**config.mk**
```make
export PLATFORM = sky130hd
export DESIGN_NAME = serial_argmax_framed
export DESIGN_NICKNAME = d
export VERILOG_FILES = /design/src/rtl/serial_argmax_framed.sv
export SDC_FILE = /design/constraint.sdc
export NUM_CORES = 1
export LEC_CHECK = 0
export CAP_MARGIN = 40
export CORE_MARGIN = 4
export CORE_UTILIZATION = 40
export DETAILED_ROUTE_END_ITERATION = 10
export PLACE_DENSITY = 0.75
export SKIP_LAST_GASP = 1
export SLEW_MARGIN = 10
export SYNTH_ARGS = -nofsm -noshare
export SYNTH_HDL_FRONTEND = slang
export SYNTH_SLANG_ARGS = --single-unit
```
**constraint.sdc**
```tcl
create_clock -name clk -period 3.12 [get_ports clk]
set_input_delay 0.936 -clock clk [delete_from_list [all_inputs] [get_ports clk]]
set_output_delay 0.936 -clock clk [all_outputs]
set_load 0.02 [all_outputs]
```
**src/rtl/serial_argmax_framed.sv**
```systemverilog
// serial_argmax_framed
//   Framed serial argmax/argmin. Samples arrive one per accepted cycle and are
//   grouped into frames by in_last. At each frame end the index and value of
//   the extreme sample are registered and out_valid pulses for one cycle.
//
// Parameters
//   WIDTH        sample width
//   ARGMAX_WIDTH index width; a frame indexes up to 2**ARGMAX_WIDTH samples
//   SIGNED       1 = two's-complement compare, 0 = unsigned compare
//   TIE_LAST     0 = earliest index wins ties, 1 = latest index wins ties
//
// Ports
//   clk        clock, rising edge
//   rst        synchronous active-low reset
//   in_valid   sample strobe
//   in_last    final sample of the frame (qualified by in_valid)
//   in         sample data
//   find_min   0 = argmax, 1 = argmin; latched with the first sample of a frame
//   out_valid  one-cycle pulse when the result registers are updated
//   argmax     index of the winner of the last completed frame
//   max_val    value of that winner
//   overflow   last completed frame had more than 2**ARGMAX_WIDTH samples
module serial_argmax_framed #(
    parameter int WIDTH        = 8,
    parameter int ARGMAX_WIDTH = 5,
    parameter int SIGNED       = 1,
    parameter int TIE_LAST     = 0
) (
    input  logic                    clk,
    input  logic                    rst,
    input  logic                    in_valid,
    input  logic                    in_last,
    input  logic [WIDTH-1:0]        in,
    input  logic                    find_min,
    output logic                    out_valid,
    output logic [ARGMAX_WIDTH-1:0] argmax,
    output logic [WIDTH-1:0]        max_val,
    output logic                    overflow
);

    // idx needs one extra bit so it can sit at 2**ARGMAX_WIDTH (saturated).
    localparam int IDXW = ARGMAX_WIDTH + 1;
    localparam logic [IDXW-1:0] IDX_LIMIT = {1'b1, {ARGMAX_WIDTH{1'b0}}};
    localparam logic [IDXW-1:0] IDX_ONE   = {{ARGMAX_WIDTH{1'b0}}, 1'b1};

    typedef enum logic {
        S_FIRST = 1'b0,
        S_ACCUM = 1'b1
    } state_t;

    state_t                  state_q,     state_d;
    logic [WIDTH-1:0]        best_q,      best_d;
    logic [ARGMAX_WIDTH-1:0] best_idx_q,  best_idx_d;
    logic [IDXW-1:0]         idx_q,       idx_d;
    logic                    ovf_q,       ovf_d;
    logic                    mode_q,      mode_d;
    logic                    out_valid_q, out_valid_d;
    logic [ARGMAX_WIDTH-1:0] argmax_q,    argmax_d;
    logic [WIDTH-1:0]        max_val_q,   max_val_d;
    logic                    overflow_q,  overflow_d;

    logic in_range;
    logic eq;
    logic gt;
    logic lt;
    logic better;

    assign in_range = (idx_q != IDX_LIMIT);
    assign eq       = (in == best_q);
    assign gt       = (SIGNED != 0) ? ($signed(in) > $signed(best_q)) : (in > best_q);
    assign lt       = (SIGNED != 0) ? ($signed(in) < $signed(best_q)) : (in < best_q);
    assign better   = eq ? (TIE_LAST != 0) : (mode_q ? lt : gt);

    always_comb begin
        state_d     = state_q;
        best_d      = best_q;
        best_idx_d  = best_idx_q;
        idx_d       = idx_q;
        ovf_d       = ovf_q;
        mode_d      = mode_q;
        out_valid_d = 1'b0;
        argmax_d    = argmax_q;
        max_val_d   = max_val_q;
        overflow_d  = overflow_q;

        case (state_q)
            S_FIRST: begin
                if (in_valid) begin
                    best_d     = in;
                    best_idx_d = '0;
                    idx_d      = IDX_ONE;
                    ovf_d      = 1'b0;
                    mode_d     = find_min;
                    if (in_last) begin
                        out_valid_d = 1'b1;
                        argmax_d    = '0;
                        max_val_d   = in;
                        overflow_d  = 1'b0;
                    end else begin
                        state_d = S_ACCUM;
                    end
                end
            end
            S_ACCUM: begin
                if (in_valid) begin
                    // Past the index range a sample still flags overflow
                    // but is never allowed to become the winner.
                    if (!in_range) begin
                        ovf_d = 1'b1;
                    end
                    if (better && in_range) begin
                        best_d     = in;
                        best_idx_d = idx_q[ARGMAX_WIDTH-1:0];
                    end
                    if (in_range) begin
                        idx_d = idx_q + IDX_ONE;
                    end
                    // Result includes the last sample, so load from _d.
                    if (in_last) begin
                        out_valid_d = 1'b1;
                        argmax_d    = best_idx_d;
                        max_val_d   = best_d;
                        overflow_d  = ovf_d;
                        state_d     = S_FIRST;
                    end
                end
            end
            default: begin
                state_d = S_FIRST;
            end
        endcase
    end

    always_ff @(posedge clk) begin
        if (!rst) begin
            state_q     <= S_FIRST;
            best_q      <= '0;
            best_idx_q  <= '0;
            idx_q       <= '0;
            ovf_q       <= 1'b0;
            mode_q      <= 1'b0;
            out_valid_q <= 1'b0;
            argmax_q    <= '0;
            max_val_q   <= '0;
            overflow_q  <= 1'b0;
        end else begin
            state_q     <= state_d;
            best_q      <= best_d;
            best_idx_q  <= best_idx_d;
            idx_q       <= idx_d;
            ovf_q       <= ovf_d;
            mode_q      <= mode_d;
            out_valid_q <= out_valid_d;
            argmax_q    <= argmax_d;
            max_val_q   <= max_val_d;
            overflow_q  <= overflow_d;
        end
    end

    assign out_valid = out_valid_q;
    assign argmax    = argmax_q;
    assign max_val   = max_val_q;
    assign overflow  = overflow_q;

endmodule

```
==> summary.md <==
| Metric | Value |
|---|---|
| Status | finished clean |
| Worst Setup Start Kind | primary input |
| Drt via density | 5.34 |
| Total number of vias | 1,747 |
| Antenna violations before repair | 0 |
| Dpl cells | 319 |
| Worst Tran Pin Value | 0.492 ns |
| GPL Wtd Cong | 0.850 |
| DP HPWL | 3190 um |
| Die Height | 76.5 um |
| Layout cells sized above 1 | 0.149 |
| CTS tree | done |
| Crit path time final | 3.03 ns |
| Post-synth top cells | nand2_1, dfxtp_1, inv_1 |
| Syn_area_per_cell | 8.31 sq um |
| Pre-CTS WS | -0.220 ns |
| CTS H-tree lvls | 2 |
| Seq/Total Area, Yosys | 0.394 |
| Async set or reset register ratio after synthesis | 0 |
| Synth Net Count | 249 |
| DR DRC count | 0 |
| Fin nets | 297 |
| Final Hold Viols | 0 |
| Critical Path End Type | flip-flop |
| Fillcell total | 414 |
| Clock sink total | 37 |
| Initial Util | 0.423 |
| First-pass GRT wire length | 7510 um |
| Final worst-path cycle share | 0.970 |
| Max-Cap Viols | 0 |
| Cell Area, Placed | 2340 sq um |
| Pwr dens | 490 nW/um^2 |
| HP Class | reg2reg |
| Post-CTS Setup Inserts | 0 |
| Final Max Tran Viols | 0 |
| Post-synth top flop | dfxtp_1 |
| DR iter-0 viols | 156 |
| YS warnings | 0 |
| IR drop worst, VDD | 0.250 mV |
| Post-route insts no fill | 327 |
| Endpoints failing setup | 0 |
| Core Area | 4440 sq um |
| RSZ-0062 raised after global routing | true |
| CP max FO | 6 |
| Post-synth EDFFs | 0 |
| Multi-input logic area | 1050 sq um |
| Netlist cell types | 33 |
| IO Port Bufs | 27 |
| Largest net degree at the start of global routing | 28 |
| CTS Buf Count | 5 |
| Clock Path Buffers | 2 |
| Seq. cell area | 741 sq um |
| Top-count cell post-synth | nand2_1 |
| #FFs+latches synth | 37 |
| Post-synth top area cell | dfxtp_1 |
| Critical Path AT | 3.25 ns |
| Skew final | 0.00524 ns |
| Vias in the first global route | 1,578 |
| Required @ worst endpoint | 3.34 ns |
| Final Cell Area | 2500 sq um |
| Clock root buffer | clkbuf_8 |
| DIE WIDTH | 76.5 um |
| Final WS setup | 0.0930 ns |
| Remaining global-route overflow | 0 |
| ANT cells | 0 |
| Detailed-router iteration count before antenna repair | 4 |
| Antenna Nets Post-Route | 0 |
| Share of the synthesized area in the top cell type | 0.394 |
| Relative slew slack | 0.669 |
| Clock latency on the worst-skew pair | 0.29 ns |
| DRT Wirelength | 4360 um |
| Max Fclk | 0.330 GHz |
| Routed wire length per instance | 13.3 um |
| Std cell rows | 24 |
| P_leak | 0.984 nW |
| Overall Global Routing Usage | 0.158 |
| WS Path Type | in2reg |
| Syn-to-layout area delta | 33.2% |
| Top post-synthesis cells by area | dfxtp_1, nand2_1, ha_1, mux2i_1, nand4_1 |
| Synth Cell Area | 1880 sq um |
| Reg clk slew, reported paths | 0.08 ns |
| DIE AREA | 5860 sq um |
| Total Power | 1.23 mW |
| Gate Count Post-Synth | 226 |
| Ports | 28 |
timing repair:
| action | CTS | global route |
|---|---|---|
| setup endpoints to repair | 0 | 13 |
| resized for setup | 0 | 4 |
| hold buffers | 0 | 0 |
power breakdown:
group / total [mW] / internal (mW) / switching [mW]
sequential: 0.505 / 0.490 / 0.0146
combinational: 0.231 / 0.111 / 0.120
clock: 0.491 / 0.318 / 0.174
total: 1.23 / 0.918 / 0.309
placed cells by master (no fill, tap or decap), types with 2 or more instances in the layout:
master	n
nand2_1	51
nand3_1	4
nor2_1	11
bufinv_16	2
ha_1	9
a311o_1	6
o211ai_1	8
nor3_1	5
nand4_1	12
a21oi_1	7
mux2i_1	8
o22ai_1	5
clkbuf_8	5
buf_4	23
xor2_1	4
a21boi_0	3
o21a_1	2
buf_6	2
inv_1	13
nor2b_1	3
dfxtp_1	37
o21ai_0	6
and2_1	7
clkdlybuf4s50_1	27
and3_1	3
critical path, stage by stage:
cell and delay [ns]:
clkdlybuf4s50_1 0.53, ha_4 0.24, a21o_1 0.19, nor2_1 0.11, or4b_4 0.49, o21a_1 0.23, a21oi_4 0.18, buf_6 0.16
mux2i_1 0.18
registers in the layout (all words and copies together) (netlist names), named ones only:
name / flops
best_idx_q: 5
overflow: 1
out_valid: 1
mode_q: 1
best_q: 8
argmax: 5
ovf_q: 1
max_val: 8
idx_q: 6
worst paths after layout:
check	slack [ns]	depth (start not counted)	to	from
max reg2reg	0.60	9	best_q[3]$_SDFFE_PN0P_	idx_q[0]$_SDFFE_PN0P_
min	0.43	2	overflow$_SDFFE_PN0P_	overflow$_SDFFE_PN0P_
max	0.09	9	best_q[3]$_SDFFE_PN0P_	in[7]
min reg2reg	0.43	2	overflow$_SDFFE_PN0P_	overflow$_SDFFE_PN0P_
area by class of cell:
| type | count | share of cell area |
|---|---|---|
| Sequential cell | 37 | 0.296 |
| Clock buffer | 5 | 0.0275 |
| Multi-Input combinational cell | 165 | 0.419 |
| Timing Repair Buffer | 52 | 0.186 |
| Clock inverter | 3 | 0.0260 |
| Tap cell | 52 | 0.0260 |
| Inverter | 13 | 0.0195 |
metrics by stage:
step | hold slack [ns] | setup TNS, ns | util
after floorplan | 0.432 | 0 | -
after global placement | 0.425 | -3.71 | 0.528
after detailed placement | 0.429 | -4.45 | 0.528
after CTS | 0.439 | 0 | 0.558
after global routing | 0.497 | -0.00128 | 0.563
final | 0.434 | 0 | 0.563
metal layers:
layer | share of wire | wire [um] | track usage
met2 | 0.46 | 2010 | 0.256
met5 | 0 | 0 | 0
met1 | 0.47 | 2040 | 0.205
met4 | 0.017 | 74 | 0.0598
met3 | 0.054 | 237 | 0.0355
cells by family after synthesis:
logic type,Yosys count,share of synthesized area
mux,8,0.0426
fa+ha+maj,10,0.0666
compound gates,43,0.169
xor+xnor,4,0.0187
simple gates,100,0.253
buf+inv,24,0.0560
flops,37,0.394
(Power assumes the default switching activity.)
